==> config.mk <==
export PLATFORM = sky130hd
export DESIGN_NAME = tone_decoder
export DESIGN_NICKNAME = d
export VERILOG_FILES = /design/src/rtl/music_pkg.sv /design/src/rtl/tone_decoder_edge_sync.sv /design/src/rtl/tone_decoder.sv
export SDC_FILE = /design/constraint.sdc
export NUM_CORES = 1
export LEC_CHECK = 0
export CAP_MARGIN = 20
export CORE_MARGIN = 10
export CORE_UTILIZATION = 55
export DETAILED_ROUTE_END_ITERATION = 10
export DONT_BUFFER_PORTS = 1
export PLACE_DENSITY = 0.73
export SETUP_SLACK_MARGIN = 0.05
export SYNTH_ARGS = -nofsm -noshare
export SYNTH_HDL_FRONTEND = slang
export SYNTH_SLANG_ARGS = --single-unit
==> constraint.sdc <==
create_clock -name clk -period 3.33 [get_ports clk]
set_clock_uncertainty 0.15 [all_clocks]
set_input_delay 0.666 -clock clk [delete_from_list [all_inputs] [get_ports clk]]
set_output_delay 0.666 -clock clk [all_outputs]
set_load 0.01 [all_outputs]
==> src/rtl/music_pkg.sv <==
// Note tables and shared types for the buzzer player and the tone decoder.
// REF_k is the measured edge-to-edge period of a note whose generator constant is T_k.
package music_pkg;

  localparam int NOTE_NUM = 7;

  localparam int unsigned T_M1 = 95600;
  localparam int unsigned T_M2 = 85150;
  localparam int unsigned T_M3 = 75850;
  localparam int unsigned T_M5 = 63750;
  localparam int unsigned T_M6 = 56800;
  localparam int unsigned T_M7 = 50600;
  localparam int unsigned T_H1 = 47750;

  // Index 0 holds M1, index 6 holds H1.
  localparam logic [NOTE_NUM-1:0][31:0] REF_DEF = {
    32'(T_H1 + 1), 32'(T_M7 + 1), 32'(T_M6 + 1), 32'(T_M5 + 1),
    32'(T_M3 + 1), 32'(T_M2 + 1), 32'(T_M1 + 1)
  };

  typedef enum logic [2:0] {
    NOTE_SIL = 3'd0,
    NOTE_M1  = 3'd1,
    NOTE_M2  = 3'd2,
    NOTE_M3  = 3'd3,
    NOTE_M5  = 3'd4,
    NOTE_M6  = 3'd5,
    NOTE_M7  = 3'd6,
    NOTE_H1  = 3'd7
  } note_code_e;

  typedef enum logic [1:0] {
    ST_IDLE = 2'd0,
    ST_ACQ  = 2'd1,
    ST_LOCK = 2'd2
  } dec_state_e;

  function automatic logic within_tol(input logic [31:0] p, input logic [31:0] r,
                                      input logic [31:0] tol);
    return (p >= r) ? ((p - r) <= tol) : ((r - p) <= tol);
  endfunction

endpackage

==> src/rtl/tone_decoder_edge_sync.sv <==
// Two-flop synchronizer for the tone pin followed by a registered rising-edge pulse.
module edge_sync (
  input  logic clk,
  input  logic rst,
  input  logic din,
  output logic rise
);

  logic meta_q, sync_q, prev_q, rise_q;
  logic rise_d;

  always_comb begin
    rise_d = sync_q & ~prev_q;
  end

  always_ff @(posedge clk) begin
    if (rst) begin
      meta_q <= 1'b0;
      sync_q <= 1'b0;
      prev_q <= 1'b0;
      rise_q <= 1'b0;
    end else begin
      meta_q <= din;
      sync_q <= meta_q;
      prev_q <= sync_q;
      rise_q <= rise_d;
    end
  end

  assign rise = rise_q;

endmodule

==> src/rtl/tone_decoder.sv <==
// Measures the period of a square-wave tone, classifies it against the note table
// and reports locked notes with start/end pulses and note length in periods.
//
// state | meaning
// IDLE  | no timing reference yet; next edge only starts the period counter
// ACQ   | classifying periods, waiting for STABLE_CNT matching ones in a row
// LOCK  | note locked; counting matching periods until a mismatch or silence
module tone_decoder
  import music_pkg::*;
#(
  parameter int unsigned TOL         = 512,
  parameter int unsigned STABLE_CNT  = 4,
  parameter int unsigned SIL_TIMEOUT = 200000,
  parameter int unsigned CW          = 18,
  parameter logic [NOTE_NUM-1:0][31:0] REF = REF_DEF
) (
  input  logic        clk,
  input  logic        rst,
  input  logic        tone_in,
  output logic [2:0]  note_code,
  output logic        active,
  output logic        note_start,
  output logic        note_end,
  output logic [15:0] note_len
);

  localparam int SW = $clog2(STABLE_CNT + 1);
  localparam logic [CW-1:0] CNT_MAX = {CW{1'b1}};

  logic rise;

  edge_sync u_edge_sync (
    .clk  (clk),
    .rst  (rst),
    .din  (tone_in),
    .rise (rise)
  );

  logic [CW-1:0] cnt_q, cnt_d;
  logic [CW-1:0] period;
  note_code_e    cls_q, cls_d;
  logic          cls_vld_q, cls_vld_d;
  logic          timeout;

  assign period  = (cnt_q == CNT_MAX) ? CNT_MAX : cnt_q + CW'(1);
  assign timeout = (cnt_q == CW'(SIL_TIMEOUT)) && !rise;

  always_comb begin
    cnt_d     = rise ? '0 : period;
    cls_vld_d = rise;
    cls_d     = NOTE_SIL;
    // Descending scan so the lowest matching index wins when windows overlap.
    for (int k = NOTE_NUM - 1; k >= 0; k--) begin
      if (within_tol(32'(period), REF[k], 32'(TOL))) cls_d = note_code_e'(3'(k + 1));
    end
  end

  always_ff @(posedge clk) begin
    if (rst) begin
      cnt_q     <= '0;
      cls_q     <= NOTE_SIL;
      cls_vld_q <= 1'b0;
    end else begin
      cnt_q     <= cnt_d;
      cls_q     <= cls_d;
      cls_vld_q <= cls_vld_d;
    end
  end

  dec_state_e    state_q, state_d;
  note_code_e    cand_q, cand_d;
  logic [SW-1:0] stab_q, stab_d;
  logic [15:0]   len_q, len_d;
  note_code_e    note_code_q, note_code_d;
  logic          active_q, active_d;
  logic          start_q, start_d;
  logic          end_q, end_d;
  logic [15:0]   note_len_q, note_len_d;

  always_comb begin
    state_d     = state_q;
    cand_d      = cand_q;
    stab_d      = stab_q;
    len_d       = len_q;
    note_code_d = note_code_q;
    active_d    = active_q;
    start_d     = 1'b0;
    end_d       = 1'b0;
    note_len_d  = note_len_q;

    unique case (state_q)
      ST_IDLE: begin
        if (cls_vld_q) begin
          state_d = ST_ACQ;
          cand_d  = NOTE_SIL;
          stab_d  = '0;
        end
      end

      ST_ACQ: begin
        if (timeout) begin
          state_d = ST_IDLE;
          cand_d  = NOTE_SIL;
          stab_d  = '0;
        end else if (cls_vld_q) begin
          if (cls_q == NOTE_SIL) begin
            cand_d = NOTE_SIL;
            stab_d = '0;
          end else if (cls_q == cand_q) begin
            stab_d = stab_q + SW'(1);
          end else begin
            cand_d = cls_q;
            stab_d = SW'(1);
          end
          if (cls_q != NOTE_SIL && stab_d == SW'(STABLE_CNT)) begin
            state_d     = ST_LOCK;
            note_code_d = cls_q;
            active_d    = 1'b1;
            start_d     = 1'b1;
            len_d       = 16'(STABLE_CNT);
          end
        end
      end

      ST_LOCK: begin
        if (timeout) begin
          state_d     = ST_IDLE;
          end_d       = 1'b1;
          note_len_d  = len_q;
          note_code_d = NOTE_SIL;
          active_d    = 1'b0;
          cand_d      = NOTE_SIL;
          stab_d      = '0;
        end else if (cls_vld_q) begin
          if (cls_q == cand_q) begin
            len_d = (len_q == 16'hFFFF) ? len_q : len_q + 16'd1;
          end else begin
            // The breaking period seeds the next acquisition; no relock here.
            state_d     = ST_ACQ;
            end_d       = 1'b1;
            note_len_d  = len_q;
            note_code_d = NOTE_SIL;
            active_d    = 1'b0;
            cand_d      = cls_q;
            stab_d      = (cls_q == NOTE_SIL) ? SW'(0) : SW'(1);
          end
        end
      end

      default: begin
        state_d = ST_IDLE;
      end
    endcase
  end

  always_ff @(posedge clk) begin
    if (rst) begin
      state_q     <= ST_IDLE;
      cand_q      <= NOTE_SIL;
      stab_q      <= '0;
      len_q       <= '0;
      note_code_q <= NOTE_SIL;
      active_q    <= 1'b0;
      start_q     <= 1'b0;
      end_q       <= 1'b0;
      note_len_q  <= '0;
    end else begin
      state_q     <= state_d;
      cand_q      <= cand_d;
      stab_q      <= stab_d;
      len_q       <= len_d;
      note_code_q <= note_code_d;
      active_q    <= active_d;
      start_q     <= start_d;
      end_q       <= end_d;
      note_len_q  <= note_len_d;
    end
  end

  assign note_code  = note_code_q;
  assign active     = active_q;
  assign note_start = start_q;
  assign note_end   = end_q;
  assign note_len   = note_len_q;

endmodule

==> results by stage <==
Detailed routing:
- Before antenna repair, the detailed router went through 7 iterations.
- For this block, the via count after detailed routing is 8,485.
- The wire length after detailed routing is 28,500 µm.
- Dividing the detail-routed via count by the number of cells gives 7.27.
- The number of DRC violations after detailed routing is 0.
- The initial detailed-routing violation count is 1,375.
- After detailed routing, the average wire length per cell comes to 24.4 µm.
- The count of nets left with antenna violations once routing finished came out at 0.

Place:
- Routability-driven placement finished with a final weighted congestion of 1.14.
- The number of buffers added on ports is 0.
- Before CTS, the worst setup slack after placement is -0.154 ns.
- Detailed placement finished with a half-perimeter wire length of 20,400 µm.

Synthesis:
- The instance count of the mapped netlist is 888.
- The cell taking the most area after synthesis is sky130_fd_sc_hd__dfxtp_1.
- Among all flip-flop cells after synthesis, the most frequent one is sky130_fd_sc_hd__dfxtp_1.
- After synthesis, the most frequently instantiated cells are sky130_fd_sc_hd__nor2_1 (113), sky130_fd_sc_hd__dfxtp_1 (72), sky130_fd_sc_hd__nand2_1 (64), sky130_fd_sc_hd__a21oi_1 (60), sky130_fd_sc_hd__o21ai_0 (43).
- The async set-or-reset flop fraction in the synthesized netlist is 0%.
- Sequential cells were found to cover 22.0% of the synthesized design area.
- The count of warnings emitted by yosys is 0.
- By instance count, the leading cell after synthesis is sky130_fd_sc_hd__nor2_1.
- The number of enable flip-flop cells after synthesis is 0.
- The share of Yosys cell area claimed by the top area cell type is 22.0%.
- The synthesized cell area is 0.00657 mm².
- After synthesis, the cell types taking the most area are sky130_fd_sc_hd__dfxtp_1 (22%), sky130_fd_sc_hd__nor2_1 (6.5%), sky130_fd_sc_hd__a21oi_1 (4.6%).
- The number of nets produced by synthesis is 899.
- The synthesized netlist contains 94 unique library cells.
- In this run, synthesis produced a sequential element count of 72.
- Averaged over all synthesized cells, the footprint is 7.39 µm².

STA:
- The minimum clock period after layout is 3.40 ns.
- The final critical path takes up 102% of the cycle.
- The hold violation count in the final report was 0.
- The transition time at the pin with the least slew margin is 0.752 ns.
- The final setup violation count is 3.
- In this run the tightest slew margin relative to its limit is 49.6%.
- The count of pins over their slew limit came to 0.
- The post-route worst setup slack is -0.0653 ns.
- Setup repair after global routing could not meet its margin everywhere.
- Derived from the worst setup path, the maximum achievable clock frequency is 295 MHz.
- The aggregate negative setup slack is -0.0943 ns.

GRT:
- The initial antenna violation count came to 0.
- The total overflow reported by the global router is 0.
- The global-route wire length before repair is 41,800 µm.
- For met2 alone, demand over resource in global routing was 49.2%.
- Global routing consumed, on the met3 layer, 7.91% of the routing resources.
- The via count of the first global-routing pass is 7,739.
- Entering global routing, the biggest net connects 40 pins.
- The global-route usage over all layers is 31.5%.
- For this run, global-route usage on met1 was measured as 37.9%.
- The most utilized layer in the global route result is met2.

CTS:
- TritonCTS built the clock tree.
- The clock reaches the later pin of the worst-skew pair after 0.35 ns.
- The number of levels in the clock H-tree is 3.
- Buffers inserted to repair hold after CTS numbered 0.
- The root cell of the clock tree is sky130_fd_sc_hd__clkbuf_16.
- The tree built by TritonCTS fans out to 72 sinks.
- The total CTS buffers is 9.
- After clock tree synthesis, the clock-pin slew on the worst setup and hold paths is 0.06 ns.
- The largest buffer count on any clock path is 2.

Floorplan:
- The starting utilization of the core area is 56.8%.
- The die covers 0.0167 mm².
- The total I/O pin count is 25.
- In this run the vertical extent of the chip is 129 µm.
- After floorplanning, the core was divided into 39 placement rows.
- The core region area is 0.0116 mm².
- From left edge to right edge, the die measures 129 µm.

Power:
- For this design the static power due to leakage is 3.38 nW.
- VDD sags by at most 208 µV.
- For this design the ratio of total power to cell area is 240 mW/mm².
- Total power for the finished layout comes to 2.08 mW.

Run:
- The tool flagged a number of max-cap violations equal to 0.

Worst setup path:
- The data arrival time at the worst-slack endpoint is 3.47 ns.
- The startpoint class of the critical path is a flip-flop.
- The highest fanout seen on the critical path is 13.
- The cell with the largest stage delay on the worst path is sky130_fd_sc_hd__dfxtp_4.
- At the worst endpoint, the required time is 3.41 ns.
- The largest single stage delay on the critical path is 0.38 ns.
- The sort of element at the end of the critical path is a flip-flop.
- The family with the most delay on the worst path is compound AO/OA/AOI/OAI gates.
- The signal on the critical path passes through ha_4, nand3_4, buf_4, nor3_2, mux2i_2, buf_6, nand3_1, and3_1, a22oi_2, a2111o_1, o22ai_2, a31o_1, o41a_1.
- The type of the worst setup path is flip-flop to flip-flop.
- The number of buffer and inverter stages on the critical path is 2.

Cells and area:
- The share of layout cells above drive strength 1 is 31.5%.
- Relative to the synthesized area, the layout overhead comes to 32.4%.
- The total number of nets in the final design is 1,030.
- 0 antenna diodes ended up in the layout.
- The layout has 855 filler cells.

Outcome:
- The run finished, with violations left.
- The checks that failed: setup timing.

Min path:
- The classification of the worst-slack hold path is flip-flop to flip-flop.
[path summary, 6_finish.rpt]
| path | startpoint | endpoint | slack (ns) | cells after the start |
|---|---|---|---|---|
| min | u_edge_sync.prev_q$_SDFF_PP0_ | u_edge_sync.rise$_SDFF_PP0_ | 0.23 | 1 |
| max reg2reg | cnt_q[1]$_SDFF_PP0_ | cls_q[2]$_SDFF_PP0_ | -0.07 | 13 |
| max | cnt_q[1]$_SDFF_PP0_ | cls_q[2]$_SDFF_PP0_ | -0.07 | 13 |
| min reg2reg | u_edge_sync.prev_q$_SDFF_PP0_ | u_edge_sync.rise$_SDFF_PP0_ | 0.23 | 1 |
[layout make-up]
| class | instances | area [µm²] | share of cell area (%) |
|---|---|---|---|
| clock inverters | 7 | 78.8 | 0.907 |
| clock buffers | 9 | 225 | 2.59 |
| well taps | 143 | 179 | 2.06 |
| multi-input cells | 733 | 5240 | 60.3 |
| inverters | 22 | 85.1 | 0.979 |
| flip-flops and latches | 72 | 1460 | 16.8 |
| repair buffers | 181 | 1420 | 16.3 |
[per-layer routing]
| layer | vias up | share of wire (%) |
|---|---|---|
| li1 | 3591 | - |
| met1 | 3902 | 35 |
| met2 | 776 | 44 |
| met3 | 216 | 14 |
| met4 | 0 | 7.7 |
| met5 | - | 0 |
[power by group]
| group | switching, mW | internal (mW) | total (mW) | leakage (nW) |
|---|---|---|---|---|
| logic | 0.123 | 0.0943 | 0.217 | 2.64 |
| clock network | 0.399 | 0.587 | 0.987 | 0.150 |
| registers | 0.0107 | 0.867 | 0.878 | 0.586 |
| total | 0.533 | 1.55 | 2.08 | 3.38 |
[metrics by stage]
stage / hold WS (ns) / instance area [µm²] / util (%) / cells
2_1_floorplan: 0.217 / 6600 / - / 888
3_3_place_gp: 0.225 / 7710 / 66.7 / 1132
3_5_place_dp: 0.229 / 7710 / 66.7 / 1132
4_1_cts: 0.233 / 8260 / 71.4 / 1160
5_1_grt: 0.232 / 8690 / 75.2 / 1167
6_report: 0.229 / 8690 / 75.2 / 1167
[state kept, by name, summed over array words and instances, names as in the netlist, 2 cells and up]
signal,count
note_code,3
len_q,16
cls_q,3
note_len,16
cnt_q,18
stab_q,3
state_q,2
cand_q,3
[layout by cell type, fill, tap and decap left out, drive strengths merged, types with 6 or more instances in the layout]
master	count
a211oi	7
a21o	6
a21oi	62
a22oi	10
a311oi	6
a31oi	19
and2	13
and3	16
buf	181
clkbuf	9
dfxtp	72
ha	8
inv	24
mux2i	24
nand2	64
nand2b	11
nand3	42
nand4	28
nor2	113
nor2b	7
nor3	25
nor4	15
o2111ai	7
o211ai	8
o21ai	52
o22ai	7
o31ai	9
or2	9
or3	19
or4	8
xnor2	31
xor2	17
[cell families after synthesis]
| kind of cell | synth area share [%] |
|---|---|
| compound gates | 27.0 |
| fa+ha+maj | 1.52 |
| buf+inv | 5.93 |
| flops | 22.0 |
| xor+xnor | 6.75 |
| simple gates | 32.5 |
| mux | 4.35 |
[what timing repair did]
action                     CTS  global route
pin swaps                   11            25
setup buffers               11             8
cloned                       1             0
gates resized for setup     37            81
hold endpoints to repair     0             0
setup endpoints to repair    3             7
No activity file was read; power rests on OpenSTA's default activity.
